==> src/rtl/alu_scheduler_pkg.sv <==
// Shared types and widths for the ALU scheduler slice.
package alu_sched_pkg;
    localparam int DATA_W  = 8;
    localparam int RES_W   = 9;
    localparam int SEL_W   = 2;
    localparam int NUM_REQ = 2;
    localparam int WAIT_W  = 4;

    typedef enum logic [1:0] {IDLE, EXEC, DONE} state_t;
endpackage

==> src/rtl/alu_scheduler_if.sv <==
// Request/response and ALU-side bundle between clients, scheduler and the shared ALU.
interface alu_sched_if;
    import alu_sched_pkg::*;

    logic [NUM_REQ-1:0]             req_valid;
    logic [NUM_REQ-1:0]             req_ready;
    logic [NUM_REQ-1:0][SEL_W-1:0]  req_sel;
    logic [NUM_REQ-1:0][DATA_W-1:0] req_a;
    logic [NUM_REQ-1:0][DATA_W-1:0] req_b;
    logic [NUM_REQ-1:0]             rsp_valid;
    logic [RES_W-1:0]               rsp_c;
    logic [SEL_W-1:0]               alu_sel;
    logic [DATA_W-1:0]              alu_a;
    logic [DATA_W-1:0]              alu_b;
    logic [RES_W-1:0]               alu_c;
    logic                           busy;
    logic                           grant_id;

    modport master (
        output req_valid, req_sel, req_a, req_b, alu_c,
        input  req_ready, rsp_valid, rsp_c, alu_sel, alu_a, alu_b, busy, grant_id
    );
    modport slave (
        input  req_valid, req_sel, req_a, req_b, alu_c,
        output req_ready, rsp_valid, rsp_c, alu_sel, alu_a, alu_b, busy, grant_id
    );
endinterface

==> src/rtl/alu_scheduler_rr_arbiter_2.sv <==
// Two-way round-robin pick; on a tie the requester other than last_grant wins.
module rr_arbiter_2 (
    input  logic [1:0] req,
    input  logic       last_grant,
    output logic [1:0] grant,
    output logic       grant_id
);
    always_comb begin
        grant_id = 1'b0;
        case (req)
            2'b10:   grant_id = 1'b1;
            2'b11:   grant_id = ~last_grant;
            default: grant_id = 1'b0;
        endcase
        grant = '0;
        if (|req) grant[grant_id] = 1'b1;
    end
endmodule

==> src/rtl/alu_scheduler.sv <==
// Shares one combinational ALU between two requesters: accept, hold operands
// for WAIT_CYC+1 cycles, capture the result and pulse it back to the owner.
module alu_scheduler
    import alu_sched_pkg::*;
#(
    parameter int WAIT_CYC = 1
) (
    input  logic        clk,
    input  logic        rst_n,
    alu_sched_if.slave  bus
);
    localparam logic [WAIT_W-1:0] WAIT_LD = WAIT_W'(WAIT_CYC);

    state_t              state, state_nxt;
    logic [WAIT_W-1:0]   cnt;
    logic                last_grant;
    logic                gid;
    logic [1:0]          grant;
    logic                accept;
    logic                grant_id_q;
    logic                busy_q;
    logic [1:0]          rsp_valid_q;
    logic [RES_W-1:0]    rsp_c_q;
    logic [SEL_W-1:0]    sel_q;
    logic [DATA_W-1:0]   a_q, b_q;

    rr_arbiter_2 u_arb (
        .req        (bus.req_valid),
        .last_grant (last_grant),
        .grant      (grant),
        .grant_id   (gid)
    );

    always_comb begin
        state_nxt = state;
        accept    = 1'b0;
        case (state)
            IDLE: if (|bus.req_valid) begin
                accept    = 1'b1;
                state_nxt = EXEC;
            end
            EXEC: if (cnt == '0) state_nxt = DONE;
            DONE: state_nxt = IDLE;
            default: state_nxt = IDLE;
        endcase
    end

    assign bus.req_ready = accept ? grant : 2'b00;

    always_ff @(posedge clk or negedge rst_n) begin
        if (!rst_n) begin
            state       <= IDLE;
            cnt         <= '0;
            last_grant  <= 1'b1;
            grant_id_q  <= 1'b0;
            busy_q      <= 1'b0;
            rsp_valid_q <= '0;
            rsp_c_q     <= '0;
            sel_q       <= '0;
            a_q         <= '0;
            b_q         <= '0;
        end else begin
            state       <= state_nxt;
            busy_q      <= (state_nxt != IDLE);
            rsp_valid_q <= '0;
            if (accept) begin
                sel_q      <= bus.req_sel[gid];
                a_q        <= bus.req_a[gid];
                b_q        <= bus.req_b[gid];
                grant_id_q <= gid;
                cnt        <= WAIT_LD;
            end
            if (state == EXEC) begin
                if (cnt == '0) begin
                    rsp_c_q                 <= bus.alu_c;
                    rsp_valid_q[grant_id_q] <= 1'b1;
                end else begin
                    cnt <= cnt - WAIT_W'(1);
                end
            end
            // Round-robin history only advances once the operation completes.
            if (state == DONE) last_grant <= grant_id_q;
        end
    end

    assign bus.rsp_valid = rsp_valid_q;
    assign bus.rsp_c     = rsp_c_q;
    assign bus.alu_sel   = sel_q;
    assign bus.alu_a     = a_q;
    assign bus.alu_b     = b_q;
    assign bus.busy      = busy_q;
    assign bus.grant_id  = grant_id_q;
endmodule

==> src/flat_wrapper.sv <==
// flat-port wrapper written by rule: the top's interface ports become plain ports
module alu_scheduler_flat import alu_sched_pkg::*;
#(
    parameter int WAIT_CYC = 1
)
  (clk, rst_n, bus_req_valid, bus_req_sel, bus_req_a, bus_req_b, bus_alu_c, bus_req_ready, bus_rsp_valid, bus_rsp_c, bus_alu_sel, bus_alu_a, bus_alu_b, bus_busy, bus_grant_id);
  alu_sched_if bus_i ();
  input  logic clk;
  input  logic rst_n;
  input wire logic [$bits(bus_i.req_valid)-1:0] bus_req_valid;
  input wire logic [$bits(bus_i.req_sel)-1:0] bus_req_sel;
  input wire logic [$bits(bus_i.req_a)-1:0] bus_req_a;
  input wire logic [$bits(bus_i.req_b)-1:0] bus_req_b;
  input wire logic [$bits(bus_i.alu_c)-1:0] bus_alu_c;
  output wire logic [$bits(bus_i.req_ready)-1:0] bus_req_ready;
  output wire logic [$bits(bus_i.rsp_valid)-1:0] bus_rsp_valid;
  output wire logic [$bits(bus_i.rsp_c)-1:0] bus_rsp_c;
  output wire logic [$bits(bus_i.alu_sel)-1:0] bus_alu_sel;
  output wire logic [$bits(bus_i.alu_a)-1:0] bus_alu_a;
  output wire logic [$bits(bus_i.alu_b)-1:0] bus_alu_b;
  output wire logic [$bits(bus_i.busy)-1:0] bus_busy;
  output wire logic [$bits(bus_i.grant_id)-1:0] bus_grant_id;
  assign bus_i.req_valid = bus_req_valid;
  assign bus_i.req_sel = bus_req_sel;
  assign bus_i.req_a = bus_req_a;
  assign bus_i.req_b = bus_req_b;
  assign bus_i.alu_c = bus_alu_c;
  assign bus_req_ready = bus_i.req_ready;
  assign bus_rsp_valid = bus_i.rsp_valid;
  assign bus_rsp_c = bus_i.rsp_c;
  assign bus_alu_sel = bus_i.alu_sel;
  assign bus_alu_a = bus_i.alu_a;
  assign bus_alu_b = bus_i.alu_b;
  assign bus_busy = bus_i.busy;
  assign bus_grant_id = bus_i.grant_id;
  alu_scheduler #(.WAIT_CYC(WAIT_CYC)) u_core (.clk(clk), .rst_n(rst_n), .bus(bus_i));
endmodule
==> config.mk <==
export PLATFORM = sky130hd
export DESIGN_NAME = alu_scheduler_flat
export DESIGN_NICKNAME = d
export VERILOG_FILES = /design/src/rtl/alu_scheduler_pkg.sv /design/src/rtl/alu_scheduler_if.sv /design/src/rtl/alu_scheduler_rr_arbiter_2.sv /design/src/rtl/alu_scheduler.sv /design/src/flat_wrapper.sv
export SDC_FILE = /design/constraint.sdc
export NUM_CORES = 1
export LEC_CHECK = 0
export CAP_MARGIN = 20
export CORE_MARGIN = 2
export CORE_UTILIZATION = 41
export DETAILED_ROUTE_END_ITERATION = 16
export HOLD_SLACK_MARGIN = 0.12
export PLACE_DENSITY = 0.9
export SYNTH_ARGS = -nofsm -noshare
export SYNTH_HDL_FRONTEND = slang
export SYNTH_HIERARCHICAL = 1
export SYNTH_SLANG_ARGS = --single-unit
==> constraint.sdc <==
create_clock -name clk -period 1.8 [get_ports clk]
set_input_delay 0.36 -clock clk [delete_from_list [all_inputs] [get_ports clk]]
set_output_delay 0.36 -clock clk [all_outputs]
set_load 0.05 [all_outputs]
==> run metrics <==
status completed; Max Slew Vio Count 0; diode count 0; CTS max path bufs 2; PD cells around 2000 nW/um^2; syn_nets ~200; worst-path maximum fanout 3; Syn Std Cell Area 1773 um^2; row count 23; via count 1471; CP peak stage delay approximately 0.38 ns; Clock Latency Late Sink approximately 0.29 ns; HPWL after DPL between 3000 and 4000 um; critical register-to-register path startpoint u_core/cnt[1]; DR WL/cell 14.09 um; crit-path cells or2_1 -> or2_4 -> nor2_2 -> buf_6; first-pass GRT wire length 7072 um; asr flop ratio synth 100.0%; RSZ-0062 raised after global routing yes; Synth Flop Type dfrtp_1; CTS Buf Count 5; vias in the first global route 1619; Worst Setup End Kind primary output; CTS tree done; Hold Startpoint u_core/bus.rsp_c[1]; initial antenna violation count 0; fmax between 500 and 600 MHz; Final ANT Viol Nets 0; final period utilization 99.72%; final hold vios 0; DRC 0; synth unique cells 32; Root Driver clkbuf_8; share of cells above drive strength 1 between 20% and 30%; # IOs between 80 and 90; synthesized flop and latch total 38; critical register-to-register path endpoint u_core/bus.rsp_c[4]; clock period minus worst slack 1.795 ns; largest net degree at the start of global routing 21; DR vias/cell ~5; core area around 4000 um^2; number of flops mapped to enable cells by yosys 0; Final GP Congestion approximately 0.74; Gate Count Post-Synth ~150; critical path type flip-flop to primary output; H-tree Lvls 2; WL final about 4100 um; startpoint types flip-flop; WP data arrival between 1 and 1.5 ns; Tot GR Track Use a little under a fifth; Die H between 60 and 70 um; Hold Path Cell Cnt 1; Cells after DPL 283; worst reg-to-reg path cell count 5; highest-delay cell along the critical path dfrtp_1; Util after Layout around 67%; First-pass DRT Iterations 4; Peak VDD IR 0.0009904 V; Seq/Total Area, Yosys 53.71%; worst reg2reg setup slack around 0.16 ns; Final setup viols 0; nets@finish 293; Leakage ~1.3 nW; GRT overflow 0; Initial Util a little over two fifths; CTS sink count 38; worst hold path type flip-flop to flip-flop; Mean Syn Cell Area around 12 um^2; die area ~4900 um^2; ranking of synthesized cells by area dfrtp_1 (52%), mux2i_1 (10%), mux2_4 (6.8%), o21ai_0 (6.2%), o21ai_1 (4.8%); clock skew 0.004933 ns; Critical Path RT 1.44 ns; Post-Layout Cell Count a little under 300; port bufs between 80 and 90; DRT iter0 DRCs between 70 and 80; Worst-Margin Slew a little over 0.5 ns; Yosys top cell by area dfrtp_1; top cell type's share of synthesized area a little over half; clock slew at reported path FFs roughly 0.07 ns; endpoint with the worst hold slack u_core/bus.rsp_c[1]; Warnings, synthesis 6; area grow syn2layout 55.19%; Die W around 70 um; relative slew slack around two thirds; maxcap violations 0
-- sequential cells by signal, summed over array words and instances, names as in the netlist --
| signal | flops |
|---|---|
| u_core/bus.alu_a | 8 |
| u_core/bus.alu_b | 8 |
| u_core/bus.alu_sel | 2 |
| u_core/bus.busy | 1 |
| u_core/bus.grant_id | 1 |
| u_core/bus.rsp_c | 9 |
| u_core/bus.rsp_valid | 2 |
| u_core/cnt | 4 |
| u_core/last_grant | 1 |
| u_core/state | 2 |
-- critical path, delay by kind of cell (launching register included) --
kind          cells  cell delay [ns]
flops             1             0.38
simple gates      3             0.61
buf+inv           1             0.16
-- Yosys cell counts (2+ instances only) --
library cell	instances
clkbuf_1	3
nand3_1	2
o21ai_1	17
dfrtp_1	37
mux2i_1	18
o31ai_1	2
o21ai_0	22
nor2_1	6
nand2b_1	2
a21boi_0	2
o221ai_1	2
mux2_2	2
inv_1	8
buf_2	2
nand2_1	2
mux2_4	8
buf_6	3
-- timing repair --
action                                 in CTS  in global routing
endpoints found under the hold margin      19                  0
buffers inserted                            1                  1
hold buffers                                1                  0
setup endpoints to repair                   2                 10
gates cloned                                0                  0
gates resized for setup                     4                  6
-- cell type report --
class / instances / area [um^2]
well taps: 50 / 62.56
repair buffers: 92 / 847.1
fillers: 325 / 1335
flip-flops and latches: 38 / 952.2
clock inverters: 3 / 40.04
multi-input cells: 98 / 750.7
clock buffers: 5 / 68.82
inverters: 8 / 30.03
-- logic make-up after synthesis --
group / after synthesis / synth area share [%]
buffers and inverters: 17 / 5.222
muxes: 28 / 18.21
AOI/OAI and AO/OA: 47 / 14.54
adders and majority gates: 1 / 0.7056
DFF: 38 / 53.71
and+or+nand+nor: 22 / 7.623
-- layer usage --
layer | global-route usage [%] | vias up | wire length (um)
li1 | - | 721 | -
met5 | 0 | - | 0
met4 | 6.197 | 0 | 36
met1 | 19.51 | 685 | 1613
met2 | 33.44 | 62 | 2178
met3 | 4.942 | 3 | 315
-- metrics by stage --
stage / worst slack (ns) / power, mW / setup TNS [ns] / cell area, um^2 / hold slack [ns]
6_report: 0.005009 / 5.410 / 0 / 2751 / 0.5116
5_1_grt: -0.04563 / 5.729 / -0.08608 / 2751 / 0.5461
4_1_cts: 0.01447 / 5.418 / 0 / 2724 / 0.5133
3_5_place_dp: -0.06457 / 4.681 / -0.3247 / 2592 / 0.3472
3_3_place_gp: -0.02732 / 4.593 / -0.05969 / 2592 / 0.3406
2_1_floorplan: -0.01592 / 3.731 / -0.03184 / 1778 / 0.06441
-- placed cells by master, fill, tap and decap left out, types with 2 or more instances in the layout --
master           instances
nand3_1                  2
clkinv_2                 2
o21ai_1                 17
dlygate4sd2_1            2
o221ai_1                 2
buf_4                   38
o21ai_0                 22
o31ai_1                  2
dfrtp_1                 37
nor2_1                   4
nand2_1                  2
mux2_2                   2
inv_1                    7
mux2i_1                 18
buf_12                   2
clkdlybuf4s50_1         45
clkbuf_8                 5
a21boi_2                 2
nand2b_1                 2
mux2_4                   8
-- report_power, final --
| part | switching [mW] | leakage (nW) | internal, mW |
|---|---|---|---|
| registers | 0.233 | 0.462 | 1.27 |
| logic | 2.04 | 0.780 | 1.17 |
| clock network | 0.288 | 0.0579 | 0.407 |
-- how the worst max path moves through the flow --
stage	endpoint	slack, ns	depth (start not counted)	startpoint
after detailed placement	u_core/bus.grant_id	-0.06	5	bus_req_valid[0]
final	bus_req_ready[1]	0.005	4	u_core/state[0]
after global placement	u_core/bus.grant_id	-0.03	5	bus_req_valid[1]
after CTS	bus_req_ready[0]	0.01	4	u_core/state[0]
after global routing	bus_req_ready[1]	-0.05	4	u_core/state[0]
after floorplan	bus_req_ready[0]	-0.02	4	u_core/state[0]
No activity file was read; power rests on OpenSTA's default activity.
